--- config.mk ---
export PLATFORM = sky130hd
export DESIGN_NAME = multicycle_control
export DESIGN_NICKNAME = d
export VERILOG_FILES = /design/src/rtl/multicycle_control.sv
export SDC_FILE = /design/constraint.sdc
export NUM_CORES = 1
export LEC_CHECK = 0
export CORE_MARGIN = 3
export CORE_UTILIZATION = 35
export CTS_CLUSTER_SIZE = 28
export DETAILED_ROUTE_END_ITERATION = 6
export PLACE_DENSITY = 0.85
export SLEW_MARGIN = 20
export SYNTH_ARGS = -nofsm -noshare
export SYNTH_HDL_FRONTEND = slang
export SYNTH_SLANG_ARGS = --single-unit
export TNS_END_PERCENT = 10
--- constraint.sdc ---
create_clock -name clk -period 1.2 [get_ports clk]
set_input_delay 0.18 -clock clk [delete_from_list [all_inputs] [get_ports clk]]
set_output_delay 0.18 -clock clk [all_outputs]
set_load 0.02 [all_outputs]
--- src/rtl/multicycle_control.sv ---
`timescale 1ns/1ps
// multicycle_control
// Moore-style sequencer for the multicycle RV32I core (lw, sw, beq, R-type).
// It shares one ALU and one unified instruction/data memory across fetch,
// decode, execute, memory and writeback steps. Each memory access waits for
// mem_ready. Only the fetch PC/IR writes and the store retire are qualified
// combinationally by mem_ready; every other output is a pure function of the
// state register. While rst is high, all outputs are held at 0 so that an
// abandoned instruction cannot commit anything in the reset cycle.
module multicycle_control (
  input  logic       clk,
  input  logic       rst,
  input  logic [6:0] opcode,
  input  logic       mem_ready,
  output logic       PCWrite,
  output logic       PCWriteCond,
  output logic       PCSource,
  output logic       IorD,
  output logic       MemRead,
  output logic       MemWrite,
  output logic       IRWrite,
  output logic       MemtoReg,
  output logic       RegWrite,
  output logic [1:0] ALUSrcA,
  output logic [1:0] ALUSrcB,
  output logic [1:0] ALUOp,
  output logic       retire,
  output logic       illegal_op
);

  // Supported major opcodes (IR[6:0]).
  localparam logic [6:0] OP_LW  = 7'b0000011;
  localparam logic [6:0] OP_SW  = 7'b0100011;
  localparam logic [6:0] OP_BEQ = 7'b1100011;
  localparam logic [6:0] OP_R   = 7'b0110011;

  // ALU input A select.
  localparam logic [1:0] SRCA_PC     = 2'b00;
  localparam logic [1:0] SRCA_OLD_PC = 2'b01;
  localparam logic [1:0] SRCA_REG_A  = 2'b10;

  // ALU input B select.
  localparam logic [1:0] SRCB_REG_B  = 2'b00;
  localparam logic [1:0] SRCB_FOUR   = 2'b01;
  localparam logic [1:0] SRCB_IMM    = 2'b10;

  // ALU operation.
  localparam logic [1:0] ALU_ADD     = 2'b00;
  localparam logic [1:0] ALU_SUB     = 2'b01;
  localparam logic [1:0] ALU_FUNCT   = 2'b10;

  typedef enum logic [3:0] {
    ST_FETCH,
    ST_DECODE,
    ST_MEMADR,
    ST_MEMREAD,
    ST_MEMWB,
    ST_MEMWRITE,
    ST_EXECUTE,
    ST_ALUWB,
    ST_BRANCH
  } state_t;

  // Bundled control word. The field order matches the output concatenation
  // below, so one zero assignment clears every output at once.
  typedef struct packed {
    logic       pc_write;
    logic       pc_write_cond;
    logic       pc_source;
    logic       iord;
    logic       mem_read;
    logic       mem_write;
    logic       ir_write;
    logic       mem_to_reg;
    logic       reg_write;
    logic [1:0] alu_src_a;
    logic [1:0] alu_src_b;
    logic [1:0] alu_op;
    logic       retire;
    logic       illegal_op;
  } ctrl_t;

  state_t state;
  state_t state_next;
  ctrl_t  ctrl;
  logic   op_legal;

  // Flag opcodes that belong to the supported subset.
  always_comb begin
    case (opcode)
      OP_LW, OP_SW, OP_BEQ, OP_R: op_legal = 1'b1;
      default:                    op_legal = 1'b0;
    endcase
  end

  // State register with synchronous reset back to FETCH.
  always_ff @(posedge clk) begin
    // NOTE: non-blocking assignment so every flop samples pre-edge values.
    if (rst) begin
      state <= ST_FETCH;
    end else begin
      state <= state_next;
    end
  end

  // Next-state logic. opcode is consulted only in DECODE and MEMADR.
  always_comb begin
    // NOTE: default first so no path leaves state_next unassigned, which would infer a latch.
    state_next = state;
    case (state)
      ST_FETCH: begin
        if (mem_ready) state_next = ST_DECODE;
      end
      ST_DECODE: begin
        case (opcode)
          OP_LW, OP_SW: state_next = ST_MEMADR;
          OP_R:         state_next = ST_EXECUTE;
          OP_BEQ:       state_next = ST_BRANCH;
          default:      state_next = ST_FETCH;
        endcase
      end
      ST_MEMADR: begin
        if (opcode == OP_LW) begin
          state_next = ST_MEMREAD;
        end else if (opcode == OP_SW) begin
          state_next = ST_MEMWRITE;
        end else begin
          // Unreachable while IR is stable. Drop back to a clean fetch.
          state_next = ST_FETCH;
        end
      end
      ST_MEMREAD: begin
        if (mem_ready) state_next = ST_MEMWB;
      end
      ST_MEMWB:    state_next = ST_FETCH;
      ST_MEMWRITE: begin
        if (mem_ready) state_next = ST_FETCH;
      end
      ST_EXECUTE:  state_next = ST_ALUWB;
      ST_ALUWB:    state_next = ST_FETCH;
      ST_BRANCH:   state_next = ST_FETCH;
      default:     state_next = ST_FETCH;
    endcase
  end

  // Output decode. Outputs are zero in reset and whenever a state leaves them unset.
  always_comb begin
    ctrl = '0;
    if (!rst) begin
      case (state)
        ST_FETCH: begin
          // PC+4 goes straight back into the PC as the instruction word lands in IR.
          ctrl.iord      = 1'b0;
          ctrl.mem_read  = 1'b1;
          ctrl.alu_src_a = SRCA_PC;
          ctrl.alu_src_b = SRCB_FOUR;
          ctrl.alu_op    = ALU_ADD;
          ctrl.pc_source = 1'b0;
          ctrl.ir_write  = mem_ready;
          ctrl.pc_write  = mem_ready;
        end
        ST_DECODE: begin
          // Branch target (OldPC + imm) is computed speculatively into ALUOut.
          ctrl.alu_src_a  = SRCA_OLD_PC;
          ctrl.alu_src_b  = SRCB_IMM;
          ctrl.alu_op     = ALU_ADD;
          ctrl.illegal_op = !op_legal;
        end
        ST_MEMADR: begin
          ctrl.alu_src_a = SRCA_REG_A;
          ctrl.alu_src_b = SRCB_IMM;
          ctrl.alu_op    = ALU_ADD;
        end
        ST_MEMREAD: begin
          ctrl.iord     = 1'b1;
          ctrl.mem_read = 1'b1;
        end
        ST_MEMWB: begin
          ctrl.mem_to_reg = 1'b1;
          ctrl.reg_write  = 1'b1;
          ctrl.retire     = 1'b1;
        end
        ST_MEMWRITE: begin
          // The request is held steady through the wait. The store retires on
          // the cycle the memory accepts it.
          ctrl.iord      = 1'b1;
          ctrl.mem_write = 1'b1;
          ctrl.retire    = mem_ready;
        end
        ST_EXECUTE: begin
          ctrl.alu_src_a = SRCA_REG_A;
          ctrl.alu_src_b = SRCB_REG_B;
          ctrl.alu_op    = ALU_FUNCT;
        end
        ST_ALUWB: begin
          ctrl.mem_to_reg = 1'b0;
          ctrl.reg_write  = 1'b1;
          ctrl.retire     = 1'b1;
        end
        ST_BRANCH: begin
          // The datapath ANDs PCWriteCond with zero. The taken target comes from ALUOut.
          ctrl.alu_src_a     = SRCA_REG_A;
          ctrl.alu_src_b     = SRCB_REG_B;
          ctrl.alu_op        = ALU_SUB;
          ctrl.pc_write_cond = 1'b1;
          ctrl.pc_source     = 1'b1;
          ctrl.retire        = 1'b1;
        end
        default: ctrl = '0;
      endcase
    end
  end

  assign {PCWrite, PCWriteCond, PCSource, IorD, MemRead, MemWrite, IRWrite,
          MemtoReg, RegWrite, ALUSrcA, ALUSrcB, ALUOp, retire, illegal_op} = ctrl;

endmodule

==> impl_metrics.csv <==
group,metric,value,unit
run_status,status,"finished with violations",
run_status,violations,"negative setup slack",
drt,postRouteAntennaNets,0,
critical_path,rrSetupSlack,-130,ps
logic_synthesis,synth-xor-area-share,0.0163,
placement,gp_congestion,0.823,
critical_path,worstSetupEndpointType,"primary output",
logic_synthesis,ys_ff_latch,4,
drt,viasPerCell,5.49,
floorplanning,dieArea,2040,um^2
clock_network,clockBufferDepth,2,
logic_synthesis,ys_top_cells_by_count,"nor2_1 (8), nand2b_1 (7), nor3b_1 (6), a21oi_1 (4), dfxtp_1 (4)",
timing,fin_crit_sh,1.31,
logic_synthesis,synth-main-ff-cell,"dfxtp_1",
clock_network,cts_hold_buf,0,
hold_path,hold_class,"in2reg",
global_routing,grt_pass1_vias,683,
logic_synthesis,synth_top_area_cell,"dfxtp_1",
clock_network,numCtsBuffers,3,
final_layout,insertedDiodeCount,0,
timing,setup_violations,20,
power,p_leak,0.499,nW
critical_path,crit_path_start_kind,"flip-flop",
timing,finalHoldViolCount,0,
logic_synthesis,mappedNetlistArea,537,um^2
final_layout,stdcell_area,1050,um^2
drt,detail_route.wl_per_cell,15.1,um
timing,report.final.slew_viol_count,0,
final_layout,top_register,"state",
floorplanning,start_util,0.393,
final_layout,nets,128,
timing,tightest_slew,276,ps
critical_path,cpMaxStageDelayCell,"or3_4",
critical_path,required,1020,ps
clock_network,cts_tree,"done",
final_layout,area_growth_syn_to_layout,96.0,%
power,power.density,516,nW/um^2
critical_path,crit_chain,"or3_4 > nor3b_4 > buf_6",
critical_path,crit_end,"PCSource",
final_layout,final_layout_size_suffix_gt1_frac,0.552,
logic_synthesis,synth_compound_area_frac,0.166,
drt,drt_iter0_markers,17,
global_routing,grt_use_total,0.214,
logic_synthesis,syn_nets,83,
logic_synthesis,synth_mux_area_frac,0.0583,
critical_path,rr_worst_depth,5,
floorplanning,io_pins,27,
critical_path,rr_startpoint,"state[1]",
timing,skew,4.37,ps
timing,rsz0062_at_grt,"true",
final_layout,finalNonFillerCells,131,
floorplanning,rows,13,
logic_synthesis,synthAdderAreaFrac,0.0186,
placement,place_inst,126,
global_routing,grt_first_pass_wirelength,3.21,mm
critical_path,critical_path_class,"reg2out",
clock_network,clock_tree.root_cell,"clkbuf_4",
logic_synthesis,ys_warn_count,0,
logic_synthesis,synthTopCellsByArea,"dfxtp_1 (15%), nor3b_1 (8.4%), nand2b_1 (8.2%)",
logic_synthesis,synth_edf_count,0,
floorplanning,die_h,45.2,um
drt,wl,1.97,mm
logic_synthesis,synth_top_family_by_area,"simple AND/OR/NAND/NOR gates",
logic_synthesis,synth_most_common_cell,"nor2_1",
placement,io_buffers,26,
global_routing,grt_max_degree,12,
clock_network,cts_max_level,1,
floorplanning,die_width,45.2,um
logic_synthesis,syn_area_per_cell,7.35,um^2
critical_path,worstReg2RegEnd,"state[0]",
timing,period_needed,1570,ps
critical_path,startpoint,"state[0]",
global_routing,antenna_found_initial,0,
timing,relSlewSlack,0.814,
power,irDropWorstVdd,0.465,mV
timing,fin_tns_setup,-4450,ps
final_layout,reg_top3,"state: 4 flops",
clock_network,clkTransAtPathRegs,40,ps
critical_path,cp_max_fo,4,
job,cap_violations,0,
critical_path,cp_slowest_stage_delay,430,ps
clock_network,cts_sinks,4,
drt,firstDrtPassIters,5,
logic_synthesis,synthCells,73,
logic_synthesis,yosys.area_share.simple,0.480,
placement,placed_cell_area,943,um^2
logic_synthesis,synthDistinctLibCells,33,
timing,setup_ws,-371,ps
drt,drc,0,
power,power,0.000543,W
placement,hpwl,1.38,mm
placement,preCtsSetupSlack,-857,ps
critical_path,critPathArrivalTime,1390,ps
clock_network,clk-insertion-delay-late,240,ps
drt,vias,719,
logic_synthesis,synth_top_area_share,0.149,
floorplanning,core,1370,um^2
logic_synthesis,async_reset_ff_frac,0,
final_layout,largest_reg_flops,4,
global_routing,grt_overflow,0,
timing,fmax,636,MHz
logic_synthesis,synth-seq-area-share,0.149,
-- timing repair --
action / in CTS / in global routing
buffers inserted: 1 / 1
pin swaps: 9 / 4
hold endpoints to repair: 0 / 0
endpoints found under the setup margin: 20 / 21
resized for setup: 111 / 7
-- power breakdown --
group | switching, W | internal (W)
Clock | 0.0000623 | 0.000112
Combinational | 0.000110 | 0.000121
Sequential | 0.00000377 | 0.000133
Total | 0.000176 | 0.000367
-- routing by layer --
layer / GRT usage / up-vias / routed length (um)
li1: - / 348 / -
met1: 0.243 / 336 / 778
met2: 0.384 / 35 / 1050
met3: 0.0398 / 0 / 150
met4: 0.0877 / 0 / 0
met5: 0 / - / 0
-- layout make-up --
cell class	instances	area [um^2]
Fill cell	113	314
Timing Repair Buffer	47	400
Inverter	3	11.3
Clock buffer	3	22.5
Multi-Input combinational cell	59	509
Sequential cell	4	90.1
Tap cell	15	18.8
-- cells by family (layout without fill, tap and decap cells) --
| kind of cell | Yosys count | after routing |
|---|---|---|
| XOR/XNOR | 1 | 1 |
| flip-flops | 4 | 4 |
| buffers and inverters | 10 | 53 |
| AO/OA/AOI/OAI | 13 | 13 |
| AND/OR/NAND/NOR | 41 | 41 |
| multiplexers | 3 | 3 |
| adder cells (fa/ha/maj) | 1 | 1 |
-- stage by stage --
| stage | hold slack [ps] | utilization |
|---|---|---|
| 2_1_floorplan | 255 | - |
| 4_1_cts | 378 | 0.745 |
| 6_report | 329 | 0.770 |
| 3_3_place_gp | 520 | 0.690 |
| 5_1_grt | 361 | 0.770 |
| 3_5_place_dp | 542 | 0.690 |
-- critical path, delay by kind of cell, from the launching register on --
kind / cells / cell delay, ps
buffers and inverters: 1 / 150
and+or+nand+nor: 2 / 670
DFF: 1 / 330
-- cells in the final DEF (no fill, tap or decap), types with 2 or more instances in the layout --
cell             Yosys  routed
nor3b_2              0       2
o21ai_1              2       2
clkdlybuf4s50_1      0       3
and3_1               3       2
mux2i_1              2       2
buf_4                3      27
dfxtp_4              0       2
buf_2                3       2
nor4_2               1       2
nor3_2               1       2
nor3b_1              6       3
dlygate4sd2_1        0       5
or3_4                0       2
nor2_1               8       6
dfxtp_2              0       2
nand2b_1             7       6
buf_6                1       9
a21oi_1              4       3
inv_1                3       3
clkbuf_4             0       3
nand2_1              3       2
-- worst min path at each step --
stage / start / to / slack, ps / cells after the start
after floorplan: opcode[4] / state[3] / 260 / 1
final: opcode[1] / state[3] / 330 / 3
after global routing: opcode[1] / state[3] / 360 / 3
after CTS: opcode[4] / state[3] / 380 / 3
after global placement: state[1] / state[1] / 520 / 2
after detailed placement: state[1] / state[1] / 540 / 2
No activity file was read; power rests on OpenSTA's default activity.
